==> config.mk <==
export PLATFORM = sky130hd
export DESIGN_NAME = fpga_3x3_fabric
export DESIGN_NICKNAME = d
export VERILOG_FILES = /design/src/rtl/fpga_3x3_fabric.sv
export SDC_FILE = /design/constraint.sdc
export NUM_CORES = 1
export LEC_CHECK = 0
export CAP_MARGIN = 30
export CORE_MARGIN = 2
export CORE_UTILIZATION = 35
export CTS_CLUSTER_SIZE = 10
export DETAILED_ROUTE_END_ITERATION = 10
export SYNTH_ARGS = -nofsm -noshare
export SYNTH_HDL_FRONTEND = slang
export SYNTH_SLANG_ARGS = --single-unit
==> constraint.sdc <==
create_clock -name clk -period 5.12 [get_ports clk]
set_input_delay 1.024 -clock clk [delete_from_list [all_inputs] [get_ports clk]]
set_output_delay 1.024 -clock clk [all_outputs]
set_load 0.005 [all_outputs]
==> src/rtl/fpga_3x3_fabric.sv <==
// 3x3 serially configured logic fabric. Nine cells, each a 3-input LUT
// with an optional output flip-flop, programmed through an 81-bit shift
// chain. Data moves strictly from column 0 (fed by fab_in) to column 2
// (driving fab_out), so no combinational loop can be configured.
// Cell k = col*3 + row owns chain bits [9k+8:9k]: [9k+7:9k] is the LUT
// truth table, bit 9k+8 selects the registered output.
module fpga_3x3_fabric (
  input  logic       clk,
  input  logic       rst_n,
  input  logic       cfg_en,
  input  logic       cfg_din,
  output logic       cfg_dout,
  output logic       cfg_done,
  input  logic [2:0] fab_in,
  output logic [2:0] fab_out
);
  localparam int CELL_BITS = 9;
  localparam int CFG_BITS  = 81;

  logic [CFG_BITS-1:0] r_chain;
  logic [6:0]          r_cnt;
  logic [8:0]          r_ff;

  // LUT results and cell outputs per column, bit index = row
  logic [2:0] w_lut0, w_lut1, w_lut2;
  logic [2:0] w_col0, w_col1, w_col2;

  // Per-row LUT lookup and output mux for each of the three columns
  for (genvar g_r = 0; g_r < 3; g_r++) begin : g_row
    logic [7:0] w_t0, w_t1, w_t2;
    assign w_t0 = r_chain[CELL_BITS*g_r +: 8];
    assign w_t1 = r_chain[CELL_BITS*(3+g_r) +: 8];
    assign w_t2 = r_chain[CELL_BITS*(6+g_r) +: 8];

    assign w_lut0[g_r] = w_t0[fab_in];
    assign w_lut1[g_r] = w_t1[w_col0];
    assign w_lut2[g_r] = w_t2[w_col1];

    assign w_col0[g_r] = r_chain[CELL_BITS*g_r+8]     ? r_ff[g_r]   : w_lut0[g_r];
    assign w_col1[g_r] = r_chain[CELL_BITS*(3+g_r)+8] ? r_ff[3+g_r] : w_lut1[g_r];
    assign w_col2[g_r] = r_chain[CELL_BITS*(6+g_r)+8] ? r_ff[6+g_r] : w_lut2[g_r];
  end

  // Chain is complete once exactly CFG_BITS bits have gone in since reset
  assign cfg_done = (r_cnt == 7'(CFG_BITS));
  assign cfg_dout = r_chain[CFG_BITS-1];
  assign fab_out  = cfg_done ? w_col2 : 3'b000;

  // Configuration shift chain and saturating bit counter
  always_ff @(posedge clk) begin
    if (!rst_n) begin
      r_chain <= '0;
      r_cnt   <= '0;
    end else if (cfg_en) begin
      r_chain <= {r_chain[CFG_BITS-2:0], cfg_din};
      if (!cfg_done) r_cnt <= r_cnt + 7'd1;
    end
  end

  // Cell flip-flops capture their LUT every user cycle and freeze while shifting;
  // a cell only exposes its FF when its register-select bit is set
  always_ff @(posedge clk) begin
    if (!rst_n) begin
      r_ff <= '0;
    end else if (!cfg_en) begin
      r_ff <= {w_lut2, w_lut1, w_lut0};
    end
  end
endmodule

==> impl_results.md <==
* Status: finished, final reports clean
* Setup crit end kind: output port
* Vias at 2890
* CP max-delay cell: mux4_1
* Post-synth cell types at 39
* Buf/Inv on CP at 3
* Total Routing Usage GR at 0.118
* CTS tree: yes
* Number of nets with antenna violations after routing at 0
* Critical Path, Cell by Cell: buf_4 -> mux4_1 -> mux2_2 -> mux2_4 -> o211ai_1 -> o211ai_1 -> buf_4 -> a31oi_4 -> mux2_4 -> or3_4 -> nand4b_4 -> o31ai_2 -> clkdlybuf4s15_1
* Cells after Synth at 410
* Min Tclk post-route at 4.97 ns
* Critical path class: in2out
* # fillers at 1241
* Detailed-route DRC error count at 0
* Detailed Route WL at 7.99 mm
* Top Usage Layer GRT: met2
* Final hold slack at 0.479 ns
* Top-count cell post-synth: mux2i_1
* Io pins at 12
* Initial Util at 0.358
* Commonest cells post-synth: 115 x mux2i_1, 97 x dfxtp_1, 82 x nor2b_1
* Dpl hpwl at 4.81 mm
* Crit Path Max Fanout at 4
* LEAKAGE at 0.00221 uW
* Syn Nets at 419
* Final Wtd Congestion at 0.707
* Reg power frac at 0.497
* Core Region at 12600 um^2
* Reg clk slew, reported paths at 0.06 ns
* Clk_lat worst skew at 0.33 ns
* Ys async rst share at 0
* Die ar. at 13800 um^2
* Via density at 4.67
* Die height at 118 um
* Critical Path Max Stage Delay at 0.54 ns
* H-tree depth at 3
* Hold crit path type: reg2reg
* Clk pwr share at 0.455
* Largest net degree at the start of global routing at 84
* Yosys warns at 0
* Met3 Use GR at 0.0208
* Main synth FF type: dfxtp_1
* Row count at 41
* Area Overhead vs Synth at 19.1%
* Syn Area/Cell at 11.0 um^2
* Crit path max-delay family: multiplexers
* # diodes at 0
* Crit path arrival time at 3.95 ns
* Post-route clock period utilization at 0.971
* Grt ovf at 0
* PwrDens at 286 nW/um^2
* Worst EP required at 4.10 ns
* Int Power at 1220 uW
* Grt met1 use at 0.155
* Max-slew headroom at 0.354
* Final Hold Violating Endpoints at 0
* TritonRoute pass-1 iters at 4
* Chip width at 118 um
* CP startpoint kind: primary input
* Clk_skew at 0.00713 ns
* Switching power at 320 uW
* Worst-Margin Slew at 0.968 ns
* Initial DRC count at 115
* WL/cell at 12.9 um
* Root buffer cell: clkbuf_16
* Top cells by area, synth: dfxtp_1 43%, mux2i_1 25%, nor2b_1 11%
* Slew Limit Fails at 0
* Vias in the first global route at 2777
* Sequential-to-total area share from yosys stat at 0.430
* Post-synth EDFFs at 0
* IO buf count at 11
* Initial antenna violation count at 0
* Sw frac at 0.208
* Logic pwr share at 0.048
* Total clock buffers created by CTS at 9
* Area share of the largest cell type after synthesis at 0.430
* Max Freq at 201 MHz
* Worst vdd ir at 0.000180 V
* Final setup fails at 0
* Flip-flop and latch count after synthesis at 97
* M2 GR Usage at 0.188
* Longest Clk Path Bufs at 2
* Max Cap Viol at 0
* Nets at 451
* Post-Syn Area at 4520 um^2
* Cell total after placement at 580
* Clk sinks at 97
* Share of layout cells above drive strength 1 at 0.186
* Leading area contributor after synthesis: dfxtp_1
* Non-Filler Instances at 619
* First-pass GRT wire length at 13.6 mm
==> logic make-up (layout without fill, tap and decap cells) <==
logic type,Yosys count,after routing,synth area share
AND/OR/NAND/NOR,116,116,0.156
adder cells (fa/ha/maj),2,2,0.00554
buffers and inverters,32,69,0.0352
multiplexers,128,128,0.310
XOR/XNOR,4,4,0.00775
AO/OA/AOI/OAI,31,31,0.0568
flip-flops,97,97,0.430
==> layout make-up <==
type,count,area (um^2),area share
well taps,172,215,0.0400
clock buffers,13,270,0.0502
inverters,7,26.3,0.00488
repair buffers,46,410,0.0762
clock inverters,3,46.3,0.00860
flip-flops and latches,97,1940,0.361
multi-input cells,281,2470,0.459
==> state kept, by name (all words and copies together), names as in the netlist <==
name     count
r_ff         9
r_cnt        7
r_chain     81
==> path summary, 6_finish.rpt <==
path	slack [ns]	to	from	cells past startpoint
max	0.15	fab_out[1]	fab_in[1]	13
min	0.48	r_ff[5]	r_ff[5]	1
max reg2reg	2.08	r_ff[6]	r_chain[19]	13
min reg2reg	0.48	r_ff[5]	r_ff[5]	1
==> per-stage QoR <==
step / instance area [um^2] / TNS, ns / setup slack [ns] / utilization / total power (uW)
final: 5380 / 0 / 0.148 / 0.427 / 1540
after global routing: 5380 / -0.0196 / -0.0196 / 0.427 / 1600
after CTS: 5320 / 0 / 0.0124 / 0.422 / 1550
after detailed placement: 4810 / -1.79 / -0.612 / 0.381 / 854
after global placement: 4810 / -1.64 / -0.559 / 0.381 / 853
after floorplan: 4520 / 0 / 0.472 / - / 839
==> layout by cell type, fill, tap and decap left out, types with 2 or more instances in the layout <==
cell and instances:
nor2b_1 82, o211ai_1 3, nand2_1 10, xnor2_1 4
nand4_1 2, a21boi_1 2, mux2i_1 112, or3_1 2
mux4_2 5, buf_6 7, dfxtp_1 97, mux2_4 4
o21ai_0 8, nand3_1 7, mux2i_2 3, mux2_2 2
ha_1 2, clkbuf_16 9, inv_1 7, o31ai_2 3
a21oi_1 3, o211a_1 5, clkbuf_2 2, and2_1 7
clkbuf_8 3, clkdlybuf4s50_1 3, buf_4 28
==> metal layers <==
layer,part of all wire,up-vias
met1,0.50,1365
met3,0.020,10
li1,-,1485
met5,0,-
met2,0.46,30
met4,0.018,0
==> repair_timing <==
action | 4_1_cts | 5_1_grt
gates cloned | 2 | 0
endpoints found under the setup margin | 3 | 3
hold buffers | 0 | 0
pin swaps | 5 | 7
setup buffers | 18 | 3
gates resized for setup | 31 | 18
==> worst register-to-register path, cell delays in order (launching register included) <==
cell and delay, ns:
dfxtp_1 0.33, mux4_1 0.49, mux2_2 0.29, mux2_4 0.30, o211ai_1 0.10, o211ai_1 0.13, buf_4 0.16, a31oi_4 0.25
buf_6 0.14, buf_6 0.11, mux2i_1 0.19, mux2i_1 0.09, mux2i_1 0.22, a21oi_1 0.10
==> power groups by stage <==
| stage | clock, uW | combinational [uW] | sequential [uW] |
|---|---|---|---|
| final | 700 | 73.8 | 764 |
| after global routing | 753 | 81.0 | 764 |
| after CTS | 716 | 74.0 | 764 |
| after detailed placement | 0 | 73.5 | 781 |
| after global placement | 0 | 72.8 | 780 |
| after floorplan | 0 | 59.1 | 780 |
Note: power is estimated with default switching activity, not from simulation.
